--- src/rtl/axi_stream_video_pkg.sv ---
// Shared types and constants for the AXI4-Stream video checker and its ready generator.
package axi_stream_video_pkg;

  localparam int VID_DIM_W = 11;

  // Fibonacci taps 16,14,13,11 as a mask over the 16-bit LFSR state.
  localparam logic [15:0] LFSR_TAPS = 16'hB400;

  typedef enum logic [1:0] {
    IDLE     = 2'd0,
    WAIT_SOF = 2'd1,
    IN_FRAME = 2'd2
  } chk_state_t;

  typedef enum logic [1:0] {
    RDY_ALWAYS = 2'd0,
    RDY_ALT    = 2'd1,
    RDY_LFSR   = 2'd2,
    RDY_NEVER  = 2'd3
  } ready_mode_t;

  function automatic logic [15:0] lfsr_step(input logic [15:0] s);
    return {s[14:0], ^(s & LFSR_TAPS)};
  endfunction

endpackage

--- src/rtl/axi_stream_ready_gen.sv ---
// Registered TREADY pattern generator: always, alternating, LFSR-driven or never ready.
module axi_stream_ready_gen
  import axi_stream_video_pkg::*;
#(
  parameter logic [15:0] LFSR_SEED = 16'hACE1
) (
  input  logic        clk,
  input  logic        rst_n,
  input  logic        active,
  input  ready_mode_t mode,
  output logic        tready
);

  logic [15:0] lfsr;

  // The LFSR free-runs so the pattern does not depend on when the checker was enabled.
  always_ff @(posedge clk) begin
    if (!rst_n) begin
      lfsr   <= LFSR_SEED;
      tready <= 1'b0;
    end else begin
      lfsr <= lfsr_step(lfsr);
      if (!active) begin
        tready <= 1'b0;
      end else begin
        case (mode)
          RDY_ALWAYS: tready <= 1'b1;
          RDY_ALT:    tready <= ~tready;
          RDY_LFSR:   tready <= lfsr[0];
          default:    tready <= 1'b0;
        endcase
      end
    end
  end

endmodule

--- src/rtl/axi_stream_tp_check.sv ---
// AXI4-Stream video sink: drives back-pressure, checks SOF/EOL/geometry, counts good frames.
// Defining AXI_STREAM_TP_CHECK_DATA_EN adds the TDATA pattern check and err_data_o.
module axi_stream_tp_check
  import axi_stream_video_pkg::*;
#(
  parameter int          TDATA_W   = 32,
  parameter logic [15:0] LFSR_SEED = 16'hACE1
) (
  input  logic                 aclk,
  input  logic                 aresetn,
  input  logic [TDATA_W-1:0]   tdata,
  input  logic                 tvalid,
  input  logic                 tuser,
  input  logic                 tlast,
  output logic                 tready,
  input  logic                 chk_enable_i,
  input  logic [VID_DIM_W-1:0] chk_width_i,
  input  logic [VID_DIM_W-1:0] chk_height_i,
  input  logic [1:0]           ready_mode_i,
  input  logic                 clear_i,
  output logic [15:0]          frame_cnt_o,
  output logic [VID_DIM_W-1:0] meas_width_o,
  output logic [VID_DIM_W-1:0] meas_height_o,
  output logic                 err_short_o,
  output logic                 err_long_o,
  output logic                 err_sof_o,
`ifdef AXI_STREAM_TP_CHECK_DATA_EN
  output logic                 err_data_o,
`endif
  output logic                 locked_o
);

  chk_state_t           state, state_nxt;
  ready_mode_t          mode_q;
  logic [2:0]           en_sync;
  logic                 en_rise, en_fall, active;
  logic [VID_DIM_W-1:0] width_q, height_q, px, ln;
  logic [VID_DIM_W-1:0] px_cur, ln_cur, px_inc;
  logic                 frame_bad, from_frame, bad_cur;
  logic                 acc, in_frame_beat, short_ev, long_ev, sof_ev, data_ev;
  logic                 frame_end, frame_ok;

  always_ff @(posedge aclk) begin
    if (!aresetn) en_sync <= '0;
    else          en_sync <= {en_sync[1:0], chk_enable_i};
  end
  assign en_rise = en_sync[1] & ~en_sync[2];
  assign en_fall = ~en_sync[1] & en_sync[2];

  axi_stream_ready_gen #(.LFSR_SEED(LFSR_SEED)) u_ready (
    .clk    (aclk),
    .rst_n  (aresetn),
    .active (active),
    .mode   (mode_q),
    .tready (tready)
  );

  // A SOF beat is pixel 0 of line 0 of a fresh frame, whatever state it arrives in.
  assign acc           = tvalid & tready;
  assign in_frame_beat = acc && (state == IN_FRAME || (state == WAIT_SOF && tuser));
  assign px_cur        = tuser ? '0 : px;
  assign ln_cur        = tuser ? '0 : ln;
  assign bad_cur       = tuser ? 1'b0 : frame_bad;
  assign px_inc        = px_cur + 11'd1;
  assign short_ev      = in_frame_beat && tlast && (px_inc < width_q);
  assign long_ev       = in_frame_beat && !tlast && (px_inc == width_q);
  assign sof_ev        = acc && ((state == IN_FRAME && tuser) ||
                                 (state == WAIT_SOF && !tuser && from_frame));
  assign frame_end     = in_frame_beat && tlast && (ln_cur == height_q - 11'd1);
  assign frame_ok      = frame_end && !(bad_cur | short_ev | long_ev | data_ev);

  always_ff @(posedge aclk) begin
    if (!aresetn) state <= IDLE;
    else          state <= state_nxt;
  end

  always_comb begin
    state_nxt = state;
    if (en_fall)      state_nxt = IDLE;
    else if (en_rise) state_nxt = WAIT_SOF;
    else begin
      case (state)
        WAIT_SOF: if (acc && tuser) state_nxt = frame_end ? WAIT_SOF : IN_FRAME;
        IN_FRAME: if (frame_end)    state_nxt = WAIT_SOF;
        default:  state_nxt = state;
      endcase
    end
  end

  always_comb begin
    locked_o = (state == IN_FRAME);
    active   = (state != IDLE);
  end

  always_ff @(posedge aclk) begin
    if (!aresetn) begin
      mode_q <= RDY_ALWAYS;
      {width_q, height_q, px, ln} <= '0;
      {frame_bad, from_frame} <= '0;
      {err_short_o, err_long_o, err_sof_o} <= '0;
      frame_cnt_o   <= '0;
      meas_width_o  <= '0;
      meas_height_o <= '0;
    end else if (en_rise) begin
      mode_q   <= ready_mode_t'(ready_mode_i);
      width_q  <= chk_width_i;
      height_q <= chk_height_i;
      {px, ln} <= '0;
      {frame_bad, from_frame} <= '0;
      {err_short_o, err_long_o, err_sof_o} <= '0;
      frame_cnt_o   <= '0;
      meas_width_o  <= '0;
      meas_height_o <= '0;
    end else if (!en_fall) begin
      if (clear_i) begin
        {err_short_o, err_long_o, err_sof_o} <= '0;
        frame_cnt_o   <= '0;
        meas_width_o  <= '0;
        meas_height_o <= '0;
      end
      if (short_ev) err_short_o <= 1'b1;
      if (long_ev)  err_long_o  <= 1'b1;
      if (sof_ev)   err_sof_o   <= 1'b1;
      if (acc && state == WAIT_SOF) from_frame <= 1'b0;
      if (in_frame_beat) begin
        frame_bad <= bad_cur | short_ev | long_ev | data_ev;
        if (tlast) begin
          meas_width_o <= px_inc;
          px <= '0;
          ln <= ln_cur + 11'd1;
        end else begin
          px <= (px_cur == 11'h7FF) ? px_cur : px_inc;
          ln <= ln_cur;
        end
        if (frame_end) begin
          meas_height_o <= height_q;
          from_frame    <= 1'b1;
        end
        if (frame_ok) frame_cnt_o <= (clear_i ? 16'd0 : frame_cnt_o) + 16'd1;
      end
    end
  end

`ifdef AXI_STREAM_TP_CHECK_DATA_EN
  logic [7:0] frame_tag;
  logic       unused_tdata;
  assign unused_tdata = ^tdata[TDATA_W-1:24];
  assign data_ev = in_frame_beat && (tdata[7:0] != ln_cur[7:0] || tdata[15:8] != px_cur[7:0] ||
                                     (!tuser && tdata[23:16] != frame_tag));

  always_ff @(posedge aclk) begin
    if (!aresetn) begin
      frame_tag  <= '0;
      err_data_o <= 1'b0;
    end else if (en_rise) begin
      err_data_o <= 1'b0;
    end else if (!en_fall) begin
      if (clear_i) err_data_o <= 1'b0;
      if (data_ev) err_data_o <= 1'b1;
      if (in_frame_beat && tuser) frame_tag <= tdata[23:16];
    end
  end
`else
  logic unused_tdata;
  assign unused_tdata = ^tdata;
  assign data_ev      = 1'b0;
`endif

endmodule

--- config.mk ---
export PLATFORM = sky130hd
export DESIGN_NAME = axi_stream_tp_check
export DESIGN_NICKNAME = d
export VERILOG_FILES = /design/src/rtl/axi_stream_video_pkg.sv /design/src/rtl/axi_stream_ready_gen.sv /design/src/rtl/axi_stream_tp_check.sv
export SDC_FILE = /design/constraint.sdc
export NUM_CORES = 1
export LEC_CHECK = 0
export ABC_AREA = 1
export CORE_MARGIN = 10
export CORE_UTILIZATION = 42
export DETAILED_ROUTE_END_ITERATION = 10
export PLACE_DENSITY = 0.66
export SLEW_MARGIN = 40
export SYNTH_ARGS = -nofsm -noshare
export SYNTH_HDL_FRONTEND = slang
export SYNTH_SLANG_ARGS = --single-unit
--- constraint.sdc ---
create_clock -name aclk -period 8.9 [get_ports aclk]
set_clock_uncertainty 0.2 [all_clocks]
set_input_delay 1.78 -clock aclk [delete_from_list [all_inputs] [get_ports aclk]]
set_output_delay 1.78 -clock aclk [all_outputs]
set_load 0.05 [all_outputs]
## Yosys cells after proc, flatten, opt, wreduce, memory -nomap -nowiden

Cells that the tools add are included.

| storage, ports and cells | value |
|---|---|
| flip-flop bits (word level) | 111 |
| word-level logic and storage cells | 109 |
| input port bits | 63 |
| output and inout bits | 43 |

| operators by class | value |
|---|---|
| reductions and logical operators | 37 |
| magnitude comparators | 1 |
| bitwise logic cells | 10 |
| add/subtract/negate cells | 4 |
| multiplexer cells | 28 |
| equality and inequality tests | 11 |

Operators with widths:

| kind | number |
|---|---|
| two-way mux 11 bit | 11 |
| two-way mux 16 bit | 3 |
| adder 11 x 1 -> 11 bit (second input constant) | 2 |
| == test 11 bit | 2 |
| adder 16 x 1 -> 16 bit (second input constant) | 1 |
| parity 16 bit | 1 |
| logical AND 1 bit | 14 |
| == test 11 bit (second input constant) | 1 |
| less-than comparator 11 bit | 1 |
| subtractor 11 x 1 -> 11 bit (second input constant) | 1 |
| AND reduction 2 bit | 5 |
| nonzero test 2 bit | 5 |
| two-way mux 1 bit | 9 |
| two-way mux 2 bit | 3 |
| AND reduction 3 bit | 2 |
| inverter 1 bit | 5 |
| == test 2 x 1 -> 1 bit (second input constant) | 2 |
| == test 2 bit (second input constant) | 2 |
| inequality test 2 x 1 -> 1 bit (second input constant) | 2 |
| case mux 2 bit (2 select lines) | 1 |
| OR reduction 2 bit | 2 |
| bitwise AND 1 bit | 3 |
| zero test 1 bit | 3 |
| inequality test 3 x 1 -> 1 bit (second input constant) | 1 |
| other kinds (7) | 9 |

## Logic depth before layout (Yosys ltp)

| logic depth | value |
|---|---|
| depth after elaboration | 12 |
| depth in mapped cells | 24 |
| mapped depth without buffers | 23 |

## Hierarchy

From an unflattened synthesis, not the netlist that was laid out.

| second synthesis, totals | value |
|---|---|
| cell total of the unflattened synthesis | 906 |
| area, all modules | 6004.5 um2 |

Modules (own cells, without submodules):

| module | sequential area each (um2) | times used | area an instance (um2) | cells each |
|---|---|---|---|---|
| axi_stream_tp_check | 1881.8 | 1 | 5432.7 | 835 |
| axi_stream_ready_gen | 340.3 | 1 | 571.8 | 71 |

## Worst setup path after synthesis

No wires, ideal clock.

| timing | value |
|---|---|
| kind | input-to-reg |
| start | in tuser |
| end | reg frame_cnt_o[10] |
| required time | 8.568 ns |
| arrival | 4.192 ns |
| path buffers | 2 |
| setup slack | 4.376 ns |
| stages | 22 |
| setup time | 0.132 ns |
| cells stage by stage | inv_2 > buf_4 > nand2_2 > nor2_2 > nand3_2 > nor2_4 > nand4_1 > o21ai_1 > inv_1 > ha_1 > nand2_1 > inv_1 > nand3_1 > nor2_1 > nand2_1 > nand3_1 > nand3_2 > nor2_2 > buf_4 > nand3_1 > nand2_1 > a21oi_1 |

| between the ends | value |
|---|---|
| cells in the longest elaborated chain, start to end | 11 |
| elaborated cells between the ends (all ways) | 21 |
| those cells by class | add/sub: 1; order compare: 1; eq/ne: 2; mux: 5; bitwise: 2; reduce/logical: 10 |

RTL lines:

| element | RTL line | source |
|---|---|---|
| from (decl) | axi_stream_tp_check.sv:13 | `input logic tuser,` |
| parallel branches: the longest is 10 deep, another holds adder 11 x 1 -> 11 bit | -- |  |
| two-way mux 16 bit * | axi_stream_tp_check.sv:125 | `if (in_frame_beat) begin` |
| to (signal assigned) | axi_stream_tp_check.sv:139 | `if (frame_ok) frame_cnt_o <= (clear_i ? 16'd0 : frame_cnt_o) + 16'd1;` |
| to (decl) | axi_stream_tp_check.sv:21 | `output logic [15:0] frame_cnt_o,` |

Mark *: on every way between the ends.
A chain may end at the register's enable or synchronous reset.

## Worst setup path after layout

| timing | value |
|---|---|
| start | in tuser |
| end | reg frame_cnt_o[8] |

The elaborated chain is that of the path after synthesis.

==> impl_metrics.tcl <==
set metrics [dict create \
    grtUsageTotal 0.158 \
    worstPathRequired_ps 8960 \
    num_rows 43 \
    cpMostUsedCell "nand3_1" \
    wl_met1_um 7010 \
    drive_gt1_frac 0.0626 \
    wl_um 15300 \
    startpoint_type "input port" \
    place_inst 1122 \
    slowest_delay_ps 690 \
    root_buffer "clkbuf_16" \
    regArea_um2 2220 \
    core_um2 13900 \
    wl_met3_um 682 \
    synth_nets 979 \
    synth.distinct_cells 40 \
    cts_inserted_buffers 9 \
    num_vias 5673 \
    fp.dieH_um 139 \
    overflow 0 \
    syn_inst 899 \
    post-route-period-util 0.677 \
    rsz0062_at_grt "false" \
    status "finished clean" \
    first_pass_iters 5 \
    wl_per_cell_um 13.4 \
    clkSlewWorstSetupHoldPaths_ps 80 \
    area_growth_pct 18.3 \
    grt_pass1_wl_um 26200 \
    dieArea_um2 19400 \
    cp_slowest_cell "clkdlybuf4s50_1" \
    crit_path_end_kind "flop" \
    finalNetCount 1033 \
    hold_viol_final 0 \
    cts_tree "built" \
    hold_path_class "reg2reg" \
    p_leak_nw 2.98 \
    path_class "in2reg" \
    tns_ps 0 \
    crit_chain "clkdlybuf4s50_1, inv_2, nand2_2, nor2_2, nand3_2, nor2_4, nand4_1, o21ai_1, inv_1, ha_1, nand2_1, inv_1, nand3_1, nor2_1, nand2_1, nand3_1, nand3_2, nor2_2, nand3_1, o21ai_0, nor2_1" \
    clkLatencyLatePin_ps 360 \
    crit_start "tuser" \
    cts_setup_buffers 0 \
    drt-initial-drc-count 336 \
    worstPathArrival_ps 6080 \
    worst_pin_slew_ps 773 \
    final_cells 1138 \
    start_util 0.430 \
    cts_hold_buf 0 \
    r2r-start "px[0]$_SDFFE_PP0P_" \
    multi_input_area_um2 3070 \
    vdd_drop_max_mv 0.101 \
    ios 106 \
    crit_family "simple AND/OR/NAND/NOR gates" \
    drc 0 \
    postRouteAntennaNets 0 \
    p_total_mw 1.05 \
    yosysWarningCount 0 \
    wl_met2_um 7410 \
    worst_hold_startpoint "u_ready.lfsr[14]$_SDFF_PN0_" \
    grt_max_degree 50 \
    portBuffers 73 \
    slew_violations 0 \
    period_needed_ps 6020 \
    dp_hpwl_um 11200 \
    grt_pass1_vias 5458 \
    diodes 0 \
    cp_max_fo 29 \
    maxCapViolCount 0 \
    chipWidth_um 139 \
    cts_sinks 111 \
    max_slew_margin 0.481 \
    vias_per_cell 4.99 \
    finalSetupViolations 0 \
    syn-cell-area_um2 5970 \
    cts_resized 0 \
    h-tree-depth 3 \
    crit_buf_inv 4 \
    synth-seq-area-share 0.372 \
    fill_cells 1442 \
    cts_buffer_depth 2 \
    ys_ff_latch 111 \
    routabilityCongestion 0.892 \
    max_freq_mhz 166 \
    antenna_found_initial 0 \
    postSynthAreaPerCell_um2 6.64 \
    dr.max_layer_used "met4" \
    power.density_nw_per_um2 148 \
]
[worst register-to-register path: stages, from the launching register on]
cell,delay [ps]
dfxtp_1,370
nand2_2,100
nor2_2,180
nand3_2,140
nor2_4,160
nand4_1,220
o21ai_1,200
inv_1,80
ha_1,290
nand2_1,50
inv_1,60
nand3_1,80
nor2_1,180
nand2_1,70
nand3_1,140
nand3_2,130
nor2_2,490
nand3_1,170
o21ai_0,170
nor2_1,50
[report_power, final]
group          switching, mW  internal [mW]  total (mW)  leakage (nW)
sequential           0.00699          0.510       0.517         0.902
combinational         0.0813         0.0460       0.127          1.94
clock                  0.201          0.204       0.405         0.143
[cell usage after synthesis (all sizes together)]
cell	instances	area, um^2
nand2	211	822
a211oi	2	15.0
nand3b	2	15.0
a21oi	76	384
o32ai	1	8.76
o31ai	2	15.0
nand4	22	138
a31oi	2	12.5
nor4	5	37.5
clkbuf	19	71.3
nor2	103	432
nand3	76	395
o2111ai	1	8.76
xor2	4	35.0
o211ai	1	7.51
o21ai	85	425
xnor2	2	17.5
nor3	4	25.0
clkinv	1	3.75
o21a	1	7.51
or2	7	43.8
buf	17	130
dfxtp	111	2220
ha	17	213
a2111oi	1	8.76
inv	126	478
[placed cells by master, fill, tap and decap left out, types with 2 or more instances in the layout]
| master | count |
|---|---|
| o21ai_0 | 71 |
| nand2_1 | 203 |
| dfxtp_1 | 111 |
| o21ai_1 | 14 |
| nand2_4 | 2 |
| a211oi_1 | 2 |
| buf_4 | 6 |
| clkdlybuf4s50_1 | 73 |
| nor3_1 | 3 |
| nand2_2 | 6 |
| nor2_4 | 3 |
| clkinv_1 | 2 |
| inv_6 | 4 |
| a31oi_1 | 2 |
| nand3b_1 | 2 |
| ha_1 | 17 |
| nor2_1 | 90 |
| nand3_2 | 3 |
| clkbuf_16 | 9 |
| o31ai_1 | 2 |
| xor2_1 | 4 |
| nand3_1 | 73 |
| nand4_1 | 22 |
| nor2_2 | 10 |
| a21oi_1 | 75 |
| nor4_1 | 4 |
| xnor2_1 | 2 |
| inv_2 | 4 |
| inv_1 | 120 |
| or2_2 | 7 |
[cells by family (layout without fill, tap and decap cells)]
group / count (synthesis) / count (layout) / synth area share
XOR/XNOR: 6 / 6 / 0.00880
AND/OR/NAND/NOR: 430 / 430 / 0.320
adder cells (fa/ha/maj): 17 / 17 / 0.0356
flip-flops: 111 / 111 / 0.372
buffers and inverters: 163 / 222 / 0.114
AO/OA/AOI/OAI: 172 / 172 / 0.150
[stage by stage]
step | instance area, um^2 | setup WS, ps | util | hold slack [ps]
floorplan | 5970 | 4380 | - | 190
CTS | 7060 | 2920 | 0.509 | 217
global route | 7060 | 2360 | 0.509 | 231
finish | 7060 | 2880 | 0.509 | 214
detailed placement | 6770 | 2540 | 0.488 | 198
global placement | 6770 | 2600 | 0.488 | 193
[path summary, 6_finish.rpt]
kind | end | slack [ps] | cells past startpoint
worst max register to register | frame_cnt_o[8]$_SDFFE_PP0N_ | 5260 | 19
worst min-delay path | u_ready.lfsr[15]$_SDFF_PN1_ | 210 | 1
worst min register to register | u_ready.lfsr[15]$_SDFF_PN1_ | 210 | 1
worst max-delay path | frame_cnt_o[8]$_SDFFE_PP0N_ | 2880 | 21
[state kept, by name, summed over array words and instances (netlist names)]
name / flops
width_q: 11
err_sof_o: 1
u_ready.lfsr: 16
meas_height_o: 11
en_sync: 3
from_frame: 1
frame_bad: 1
height_q: 11
err_long_o: 1
frame_cnt_o: 16
state: 2
err_short_o: 1
mode_q: 2
meas_width_o: 11
px: 11
ln: 11
u_ready.tready: 1
[final cells by class]
class / instances / area share
clock buffer: 11 / 0.0344
inverter: 127 / 0.0682
sequential: 111 / 0.315
tap: 180 / 0.0319
multi-input combinational: 625 / 0.435
timing repair buffer: 79 / 0.110
clock inverter: 5 / 0.00655
[per-layer routing]
layer | vias to the layer above | track usage
li1 | 3010 | -
met1 | 2553 | 0.189
met2 | 98 | 0.273
met3 | 12 | 0.0425
met4 | 0 | 0.0395
met5 | - | 0
No activity file was read; power rests on OpenSTA's default activity.
